--- src/rtl/rdid_reader.sv ---
`default_nettype none
// rdid_reader: SPI mode-0 master that sends RDID and captures the 3-byte JEDEC ID.
// Build option RDID_AUTO_START_EN launches one read on the first clk after reset.
module rdid_reader #(
    parameter int unsigned CLK_DIV  = 4,
    parameter logic [7:0]  RDID_CMD = 8'h9F
) (
    input  logic       clk,
    input  logic       reset,
    input  logic       start,
    output logic       busy,
    output logic       done,
    output logic       spi_cs_n,
    output logic       spi_sck,
    output logic       spi_mosi,
    input  logic       spi_miso,
    output logic [7:0] manufacture_id,
    output logic [7:0] memory_type,
    output logic [7:0] memory_capacity
);

    localparam int unsigned         c_div_w   = $clog2(CLK_DIV);
    localparam logic [c_div_w-1:0]  c_div_max = c_div_w'(CLK_DIV - 1);

    localparam logic [1:0] c_st_idle  = 2'd0;
    localparam logic [1:0] c_st_setup = 2'd1;
    localparam logic [1:0] c_st_shift = 2'd2;
    localparam logic [1:0] c_st_hold  = 2'd3;

    logic [1:0]         state_q, state_d;
    logic [c_div_w-1:0] div_q, div_d;
    logic [5:0]         bit_q, bit_d;
    logic [23:0]        shift_q, shift_d;
    logic               cs_n_q, cs_n_d;
    logic               sck_q, sck_d;
    logic               mosi_q, mosi_d;
    logic               busy_q, busy_d;
    logic               done_q, done_d;
    logic [7:0]         mfr_q, mfr_d;
    logic [7:0]         type_q, type_d;
    logic [7:0]         cap_q, cap_d;

    logic               w_tick;
    logic               w_start;
    logic               w_accept;
    logic [5:0]         w_bit_nxt;

`ifdef RDID_AUTO_START_EN
    logic auto_q;

    always_ff @(posedge clk or posedge reset) begin
        if (reset) auto_q <= 1'b1;
        else       auto_q <= 1'b0;
    end

    assign w_start = start | auto_q;
`else
    assign w_start = start;
`endif

    assign w_tick    = (div_q == c_div_max);
    // The done cycle is still IDLE, so a request landing there must be masked.
    assign w_accept  = (state_q == c_st_idle) && w_start && !done_q;
    assign w_bit_nxt = bit_q + 6'd1;

    always_ff @(posedge clk or posedge reset) begin
        if (reset) begin
            state_q <= c_st_idle;
            div_q   <= '0;
            bit_q   <= '0;
            shift_q <= '0;
            cs_n_q  <= 1'b1;
            sck_q   <= 1'b0;
            mosi_q  <= 1'b0;
            busy_q  <= 1'b0;
            done_q  <= 1'b0;
            mfr_q   <= '0;
            type_q  <= '0;
            cap_q   <= '0;
        end else begin
            state_q <= state_d;
            div_q   <= div_d;
            bit_q   <= bit_d;
            shift_q <= shift_d;
            cs_n_q  <= cs_n_d;
            sck_q   <= sck_d;
            mosi_q  <= mosi_d;
            busy_q  <= busy_d;
            done_q  <= done_d;
            mfr_q   <= mfr_d;
            type_q  <= type_d;
            cap_q   <= cap_d;
        end
    end

    always_comb begin
        state_d = state_q;
        case (state_q)
            c_st_idle:  if (w_accept) state_d = c_st_setup;
            c_st_setup: if (w_tick) state_d = c_st_shift;
            c_st_shift: if (w_tick && sck_q && (bit_q == 6'd31)) state_d = c_st_hold;
            c_st_hold:  if (w_tick) state_d = c_st_idle;
            default:    state_d = c_st_idle;
        endcase
    end

    always_comb begin
        div_d   = (state_q == c_st_idle || w_tick) ? '0 : div_q + 1'b1;
        bit_d   = bit_q;
        shift_d = shift_q;
        cs_n_d  = cs_n_q;
        sck_d   = sck_q;
        mosi_d  = mosi_q;
        busy_d  = busy_q;
        done_d  = 1'b0;
        mfr_d   = mfr_q;
        type_d  = type_q;
        cap_d   = cap_q;
        case (state_q)
            c_st_idle: begin
                if (w_accept) begin
                    cs_n_d = 1'b0;
                    busy_d = 1'b1;
                    mosi_d = RDID_CMD[7];
                    bit_d  = '0;
                end
            end
            c_st_shift: begin
                if (w_tick && !sck_q) begin
                    sck_d = 1'b1;
                    if (bit_q >= 6'd8) shift_d = {shift_q[22:0], spi_miso};
                end else if (w_tick) begin
                    sck_d  = 1'b0;
                    bit_d  = w_bit_nxt;
                    // Bit index 7-k equals ~k over three bits.
                    mosi_d = (w_bit_nxt < 6'd8) ? RDID_CMD[~w_bit_nxt[2:0]] : 1'b0;
                    if (bit_q == 6'd31) cs_n_d = 1'b1;
                end
            end
            c_st_hold: begin
                if (w_tick) begin
                    mfr_d  = shift_q[23:16];
                    type_d = shift_q[15:8];
                    cap_d  = shift_q[7:0];
                    done_d = 1'b1;
                    busy_d = 1'b0;
                end
            end
            default: ;
        endcase
    end

    assign busy            = busy_q;
    assign done            = done_q;
    assign spi_cs_n        = cs_n_q;
    assign spi_sck         = sck_q;
    assign spi_mosi        = mosi_q;
    assign manufacture_id  = mfr_q;
    assign memory_type     = type_q;
    assign memory_capacity = cap_q;

endmodule
`default_nettype wire

--- config.mk ---
export PLATFORM = sky130hd
export DESIGN_NAME = rdid_reader
export DESIGN_NICKNAME = d
export VERILOG_FILES = /design/src/rtl/rdid_reader.sv
export SDC_FILE = /design/constraint.sdc
export NUM_CORES = 1
export LEC_CHECK = 0
export CAP_MARGIN = 15
export CORE_ASPECT_RATIO = 1.75
export CORE_UTILIZATION = 30
export DETAILED_ROUTE_END_ITERATION = 12
export GPL_TIMING_DRIVEN = 0
export PLACE_DENSITY = 0.53
export SLEW_MARGIN = 20
export SYNTH_ARGS = -nofsm -noshare
export SYNTH_HDL_FRONTEND = slang
export SYNTH_SLANG_ARGS = --single-unit
export TNS_END_PERCENT = 50
--- constraint.sdc ---
create_clock -name clk -period 3.2 [get_ports clk]
set_clock_uncertainty 0.05 [all_clocks]
set_input_delay 0.48 -clock clk [delete_from_list [all_inputs] [get_ports clk]]
set_output_delay 0.48 -clock clk [all_outputs]
set_load 0.01 [all_outputs]
# [Word level (Yosys, flattened, before mapping)]
# Memory sizes are Yosys's and may differ from the RTL's.
# Cells that the tools add are included.
[word_totals] register_bits=63 romBits=8 output_inout_bits=29 wordCells=76 n_memories=1
[op_classes] add_sub_neg=2 order_cmp=3 n_eq_ne=12 muxes=26 bitwise=1 reduce_logical=19
[memory_table] name="(name not given)" depth=8 width=1 rd=1 rd_ports_with_merged_regs=0 write_ports=0 line_no="136" text="mosi_d = (w_bit_nxt < 6'd8) ? RDID_CMD[~w_bit_nxt[2:0]] : 1'b0;"
[ops] cell="6-bit two-way mux" n=3
[ops] cell="2-bit inequality test, second input constant" n=7
[ops] cell="1-bit two-way mux" n=13
[ops] cell="6-bit case mux with 2 select lines" n=1
[ops] cell="2-bit two-way mux" n=5
[ops] cell="2-bit case mux with 4 select lines" n=1
[ops] cell="4-bit AND reduction" n=2
[ops] cell="6-bit by 1-bit adder with 6-bit output, second input constant" n=1
[ops] cell="2-bit == test, second input constant" n=3
[ops] cell="6-bit by 5-bit == test with 1-bit output, second input constant" n=1
[ops] cell="6-bit by 4-bit >= comparator with 1-bit output, second input constant" n=1
[ops] cell="6-bit by 4-bit less-than comparator with 1-bit output, second input constant" n=1
[ops] cell="1-bit case mux with 2 select lines" n=3
[ops] cell="3-bit AND reduction" n=2
[ops] cell="2-bit nonzero test" n=3
[ops] cell="1-bit logical AND" n=5
[ops] cell="5-bit AND reduction" n=1
[ops] cell="3-bit by 4-bit less-than comparator with 1-bit output, second input constant" n=1
[ops] cell="2-bit AND reduction" n=2
[ops] cell="3-bit NOT" n=1
[ops] cell="2-bit by 1-bit adder with 2-bit output, second input constant" n=1
[ops] cell="2-bit by 1-bit == test with 1-bit output, second input constant" n=1
[ops] cell="1-bit logical NOT" n=2
[ops] cell="2-bit logical NOT" n=1
[ops] cell="1-bit logical OR" n=1

# [Depth between registers and ports, before layout]
# Gate-level depths: netlist of the first run.
[depth] word_depth=8 mapped_depth=7 ltp_nobuf=6

# [Worst setup path before layout of the first run]
# No wires, ideal clock.
[synth_path] path_type="register to register" from="reg state_q[0]" to="reg shift_q[15]" setup_time_ns=0.125 arrival_ns=1.539 required_ns=3.025 setup_slack_ns=1.486 stages_incl_launch_ff=7 synth_period_minus_slack_ns=1.714 path_cell_list="dfrtp_1 inv_1 ha_1 nand2_1 nor3_4 buf_6 mux2_2"
[synth_via] elab_chain_cells=2
[synth_rtl] element="start, declared" line_no="30" text="logic [1:0] state_q, state_d;"
[synth_rtl] element="start signal, assigned" line_no="68" text="state_q <= c_st_idle;"
[synth_rtl] element="start signal, assigned" line_no="81" text="state_q <= state_d;"
[synth_rtl] element="2-bit == test" line_no="119" text="case (state_q)"
[synth_rtl] element="3-bit AND reduction (no source line)"
[synth_rtl] element="end signal, assigned" line_no="84" text="shift_q <= shift_d;"
[synth_rtl] element="end, declared" line_no="33" text="logic [23:0] shift_q, shift_d;"
# Every way passes these cells.
# A chain may end at the register's enable or synchronous reset.

# [Worst setup path in the final report of the first run]
# Same ends and word-level chain as after synthesis.

==> run metrics, run 1 <==
status=complete, no violations; combinational family with the most area after synthesis=multiplexers; Seq cells post-synth=63; clk root buf=clkbuf_16; area share of xor/xnor cells in the synthesized design=0.642%; die width=74.1 um; routed wire length=4960 um; Reg-to-Reg Start=state_q[0]; Fin. Hold Viols=0; Synth top area share=56.9%; RSZ-0062 raised after global routing=no; max layer used=met4; share of cells above drive strength 1=30.7%; Worst-Margin Slew=~0.49 ns; CP Capture Type=flip-flop; post-synthesis compound-gate area fraction=between 5 and 6%; grt total ovfl=0; drt first-iter violations=67; post-CTS sizing=0; Power per Cell Area=between 600 and 700 nW/um^2; CTS Buffer Depth=2; Finished Cell Area=3510 um^2; # H-tree levels=3; Crit Path Max Fanout=10; overall routing resource usage=12.6%; ANT cells=0; final setup TNS=0 ns; mux cell area share after synthesis=20.2%; Initial Util=31.2%; total clock sinks=63; Leak=0.00167 uW; initial antenna violation count=0; DP Area=about 3200 um^2; hpwl dp=3410 um; I/O Pins=33; DRT Pass-1 Iters=4; number of port buffers=32; relative slew slack=67.4%; WP data arrival=between 2 and 2.5 ns; largest net degree at the start of global routing=57; worst skew pair latency=0.33 ns; Synth Instances=202; Critical Path RT=3.36 ns; Area Overhead vs Synth=28.9%; final worst path period share=~60%; die footprint=9490 um^2; Hold-fix buffers, CTS=0; top cells by area, synth=dfrtp_1, mux2_2, ha_1, nand2_1, a22o_1; YS warnings=0; Avg Synthesized Cell Area=13.5 um^2; Setup Crit Path Kind=flip-flop to flip-flop; Setup Viol. Count Final=0; Metal-1 WL=2050 um; Vias=approximately 1700; vias in the first global route=between 1500 and 2000; Post-CTS Setup Repair Bufs=0; crit start category=flip-flop; Vias per Instance=4.67; chip height=128 um; Layout Nets=about 260; FMAX=around 520 MHz; RePlAce Congestion=~0.76; largest area contributor in the netlist=dfrtp_1; Tmin final=around 1.9 ns; post-synthesis simple-gate area fraction=8.08%; synth unique cells=37; synthesized cell area=2730 um^2; Fillers=809; min-delay worst type=primary input to async pin; Site Rows=45; Worst Setup SP=state_q[0]; Inserted Clock Buffers=9; max cap viols=0; Clock transition at path regs=0.05 ns; Max IR drop VDD=259 uV; detailed-route DRC error count=0; DR WL met2=2600 um; Max Slew Vio Count=0; wire length on met3=approximately 160 um; sequential-to-total area share from yosys stat=57.9%; area share of fa/ha/maj cells after synthesis=3.67%; antenna-violating nets left=0; CTS tree=yes; first-pass GRT wire length=approximately 8600 um; detailed-route wire length per cell=13.5 um; net count after synthesis=around 210; core footprint=8730 um^2
-- flip-flops by register name, summed over array words and instances, names as in the netlist --
signal,cells
shift_q,24
manufacture_id,8
memory_capacity,8
memory_type,8
bit_q,6
div_q,2
state_q,2
busy,1
done,1
spi_cs_n,1
spi_mosi,1
spi_sck,1
-- path summary, 6_finish.rpt --
check                           depth (start not counted)                 to  slack (ns)
worst min register to register                          1           div_q[0]        0.40
min in group clk                                        1           div_q[0]        0.40
max in group asynchronous                               3           spi_cs_n        2.21
worst max-delay path                                    6        shift_q[15]        1.29
worst min-delay path                                    2  manufacture_id[1]        0.36
worst max register to register                          6        shift_q[15]        1.29
-- area by class of cell --
cell class / instances / area [um^2] / area share [%]
Sequential cell: 63 / 1580 / 44.9
Multi-Input combinational cell: 121 / 1050 / 29.9
Timing Repair Buffer: 33 / 348 / 9.90
Clock buffer: 12 / 246 / 7.01
Tap cell: 117 / 146 / 4.17
Buffer: 10 / 66.3 / 1.89
Clock inverter: 4 / 45.0 / 1.28
Inverter: 8 / 32.5 / 0.926
-- critical path, stage by stage, from the launching register on --
cell	delay [ns]
dfrtp_1	0.41
inv_1	0.12
ha_1	0.21
nand2_1	0.13
nor3_4	0.32
buf_6	0.21
mux2_2	0.34
-- per-stage QoR --
stage | setup WS (ns) | hold slack, ns | cells | utilization [%] | power, uW
after global placement | -0.106 | 0.380 | 351 | 36.6 | 1400
after detailed placement | 1.06 | 0.394 | 352 | 36.9 | 1410
after CTS | 1.27 | 0.355 | 368 | 40.3 | 2370
final | 1.29 | 0.355 | 368 | 40.3 | 2330
after global routing | 1.13 | 0.374 | 368 | 40.3 | 2490
after floorplan | 1.10 | 0.369 | 202 | - | 1270
-- placed cells by master (no fill, tap or decap), types with 5 or more instances in the layout --
| cell type | Yosys | final |
|---|---|---|
| clkbuf_16 | 0 | 9 |
| o21ai_0 | 7 | 7 |
| clkdlybuf4s50_1 | 0 | 32 |
| buf_2 | 5 | 5 |
| dfrtp_1 | 62 | 62 |
| nand2_1 | 12 | 12 |
| mux2_2 | 47 | 47 |
| inv_1 | 8 | 7 |
| ha_1 | 8 | 8 |
-- power by group --
group / switching (uW) / internal (uW)
clock: 327 / 619
sequential: 55.8 / 855
combinational: 270 / 207
total: 653 / 1680
-- kinds of logic after synthesis --
logic type      Yosys count
compound gates           23
fa+ha+maj                 8
simple gates             39
flops                    63
buf+inv                  18
xor+xnor                  2
mux                      49
-- cells in the mapped netlist (all sizes together) --
cell / count
or2: 2
o32a: 1
a21boi: 1
clkbuf: 1
a22o: 4
and2b: 1
a31oi: 2
dfstp: 1
ha: 8
nand4: 1
xnor2: 1
xor2: 1
dfrtp: 62
and3: 2
inv: 8
o22a: 1
nor3b: 4
or3: 1
o21ai: 7
buf: 9
nand2: 12
mux2: 49
nor3: 3
nor2: 4
a211o: 2
nor2b: 1
a21oi: 2
o2bb2ai: 2
nand2b: 3
o32ai: 1
nor4b: 1
nand3: 4
-- layer usage --
metal / global-route usage, % / vias to the layer above
met2: 20.2 / 24
met5: 0 / -
met4: 7.35 / 0
li1: - / 805
met3: 4.17 / 10
met1: 14.1 / 881
(Power assumes the default switching activity.)
==> run 2, diff against run 1 <==
==> constraint.sdc (replaced) <==
create_clock -name clk -period 1.85 [get_ports clk]
set_clock_uncertainty 0.05 [all_clocks]
set_input_delay 0.2775 -clock clk [delete_from_list [all_inputs] [get_ports clk]]
set_output_delay 0.2775 -clock clk [all_outputs]
set_load 0.01 [all_outputs]
==> run metrics, run 2 (same netlist as run 1, synthesis figures left out) <==
status=complete, no violations; # H-tree levels=3 (unchanged); grt total ovfl=0 (unchanged); DR WL met2=2820 um (+8.5%); Clk network pwr share=43.0% (+2.5 points); worst reg2reg path endpoint=shift_q[4]; commonest non-fill, non-tap cell in the layout=dfrtp_1; CP Capture Type=flip-flop; relative slew slack=82.0% (+15 points); vias in the first global route=1819 (+4.2%); CTS Buffer Depth=2 (unchanged); worst skew pair latency=0.33 ns (about the same); Area Overhead vs Synth=35.8%; final setup TNS=0 ns (unchanged); first-pass GRT wire length=8910 um (+3.4%); Vias per Instance=4.62 (-1.2%); drt first-iter violations=110 (+64%); largest net degree at the start of global routing=33 (-42%); Logic pwr share=22.0% (+1.6 points); Fin Hold WS=0.159 ns (-0.196 ns); Reg-to-Reg Start=state_q[0]; Leak=0.00174 uW (+3.7%); Site Rows=45 (unchanged); min-delay worst type=primary input to async pin; Metal-1 WL=2160 um (+5.3%); overall routing resource usage=12.9% (+0.34 points); max layer used=met4; CTS tree=yes; sequential share of power=35.1% (-3.9 points); Fillers=825 (+2.0%); Fin. Hold Viols=0 (unchanged); Switching Share=27.3% (-0.67 points); DP Area=3240 um^2 (+0.43%); max incr delay on CP=0.43 ns (+0.02 ns); die width=74.1 um (unchanged); crit start category=flip-flop; Max Slew Vio Count=0 (unchanged); crit-path cells=inv_2, ha_4, nand2_2, nor3_4, buf_12, buf_6, mux2_2; Hold-fix buffers, CTS=0 (unchanged); hpwl dp=3440 um (+0.83%); detailed-route wire length per cell=14.1 um (+4.9%); FMAX=570 MHz (+8.8%); max reg flops=24 (unchanged); Setup Crit Path Kind=flip-flop to flip-flop; Tmin final=1.76 ns (-0.154 ns); detailed-route DRC error count=0 (unchanged); I/O Pins=33 (unchanged); final worst path period share=94.9% (+35 points); Clock transition at path regs=0.05 ns (about the same); Vias=1732 (+0.70%); NetSw=1240 uW (+90%); Power per Cell Area=1230 nW/um^2 (+84%); reg2reg path depth=7 (+1); max cap viols=0 (unchanged); RePlAce Congestion=0.752 (-1.4%); chip height=128 um (unchanged); Critical Path RT=2.01 ns (-1.35 ns); RSZ-0062 raised after global routing=no; ANT cells=0 (unchanged); Biggest register=shift_q; die footprint=9490 um^2 (unchanged); Crit Path Max Fanout=10 (unchanged); P_int=3300 uW (+96%); Inserted Clock Buffers=9 (unchanged); r2r setup slk=0.09 ns (-1.20 ns); Initial Util=31.2% (unchanged); WP data arrival=1.92 ns (-0.15 ns); DRT Pass-1 Iters=4 (unchanged); number of port buffers=32 (unchanged); Worst-Margin Slew=0.267 ns (-0.222 ns); Final Non-Filler Cells=375 (+1.9%); Max IR drop VDD=617 uV (+140%); Setup Viol. Count Final=0 (unchanged); Worst path slowest cell=dfrtp_1; Finished Cell Area=3700 um^2 (+5.3%); share of cells above drive strength 1=37.6% (+6.9 points); routed wire length=5300 um (+6.9%); antenna-violating nets left=0 (unchanged); total clock sinks=63 (unchanged); commonest non-fill, non-tap cells in the layout=dfrtp_1, mux2_2, clkdlybuf4s50_1; Post-Place Cells=353 (+0.28%); clk root buf=clkbuf_16; initial antenna violation count=0 (unchanged); Layout Nets=265 (+2.7%); core footprint=8730 um^2 (unchanged); wire length on met3=181 um (+12%)
-- run 2: cell count changes in the layout (fill, tap and decap cells not counted), moves of 3 or more --
cell | before | now
buf_4 | 2 | 7
clkbuf_1 | 3 | 0
buf_12 | 0 | 3
ha_1 | 8 | 5
buf_2 | 5 | 2
ha_4 | 0 | 3
-- run 2: how the worst max path moves through the flow --
| stage | slack [ns] | end | start | depth (start not counted) |
|---|---|---|---|---|
| finish | 0.09 | shift_q[4] | state_q[0] | 7 |
| floorplan | 0.14 | shift_q[15] | state_q[0] | 6 |
| global route | 0.003 | shift_q[2] | div_q[0] | 7 |
| CTS | 0.0004 | bit_q[5] | state_q[1] | 6 |
| detailed placement | -0.10 | memory_type[7] | div_q[0] | 5 |
| global placement | -0.10 | bit_q[5] | start | 5 |
-- run 2: area by class of cell --
type	instances	area [um^2]	share of cell area, %
Timing Repair Buffer	40	422	11.4
Inverter	8	33.8	0.912
Clock buffer	10	239	6.45
Clock inverter	6	108	2.91
Tap cell	117	146	3.95
Sequential cell	63	1580	42.6
Buffer	10	75.1	2.03
Multi-Input combinational cell	121	1100	29.7
-- run 2: power by group through the flow --
stage / sequential (uW) / combinational [uW] / clock, uW
6_report: 1590 / 996 / 1950
5_1_grt: 1610 / 1100 / 2060
4_1_cts: 1580 / 868 / 2000
3_5_place_dp: 1600 / 850 / 0
3_3_place_gp: 1590 / 827 / 0
2_1_floorplan: 1590 / 604 / 0
-- run 2: worst max-delay path, delay by kind of cell (launching register included) --
family | cells | cell delay, ns
flops | 1 | 0.43
buf+inv | 3 | 0.42
simple gates | 2 | 0.23
mux | 1 | 0.34
fa+ha+maj | 1 | 0.16
-- run 2: metal layers --
| metal | global-route usage, % | vias to the layer above |
|---|---|---|
| met5 | 0 | - |
| met4 | 8.14 | 0 |
| met3 | 3.14 | 8 |
| met2 | 21.2 | 35 |
| met1 | 14.6 | 878 |
| li1 | - | 811 |
-- run 2: what timing repair did --
action / CTS / global route
gates resized for setup: 7 / 13
setup buffers: 2 / 3
gates cloned: 1 / 0
endpoints found under the setup margin: 45 / 42
pin swaps: 1 / 1
-- run 2: metrics by stage --
| step | setup slack (ns) | util, % | total power [uW] |
|---|---|---|---|
| finish | 0.0944 | 42.4 | 4540 |
| floorplan | 0.136 | - | 2190 |
| global placement | -0.102 | 36.6 | 2420 |
| detailed placement | -0.100 | 37.1 | 2450 |
| global route | 0.00275 | 42.4 | 4770 |
| CTS | 0.000401 | 41.6 | 4440 |
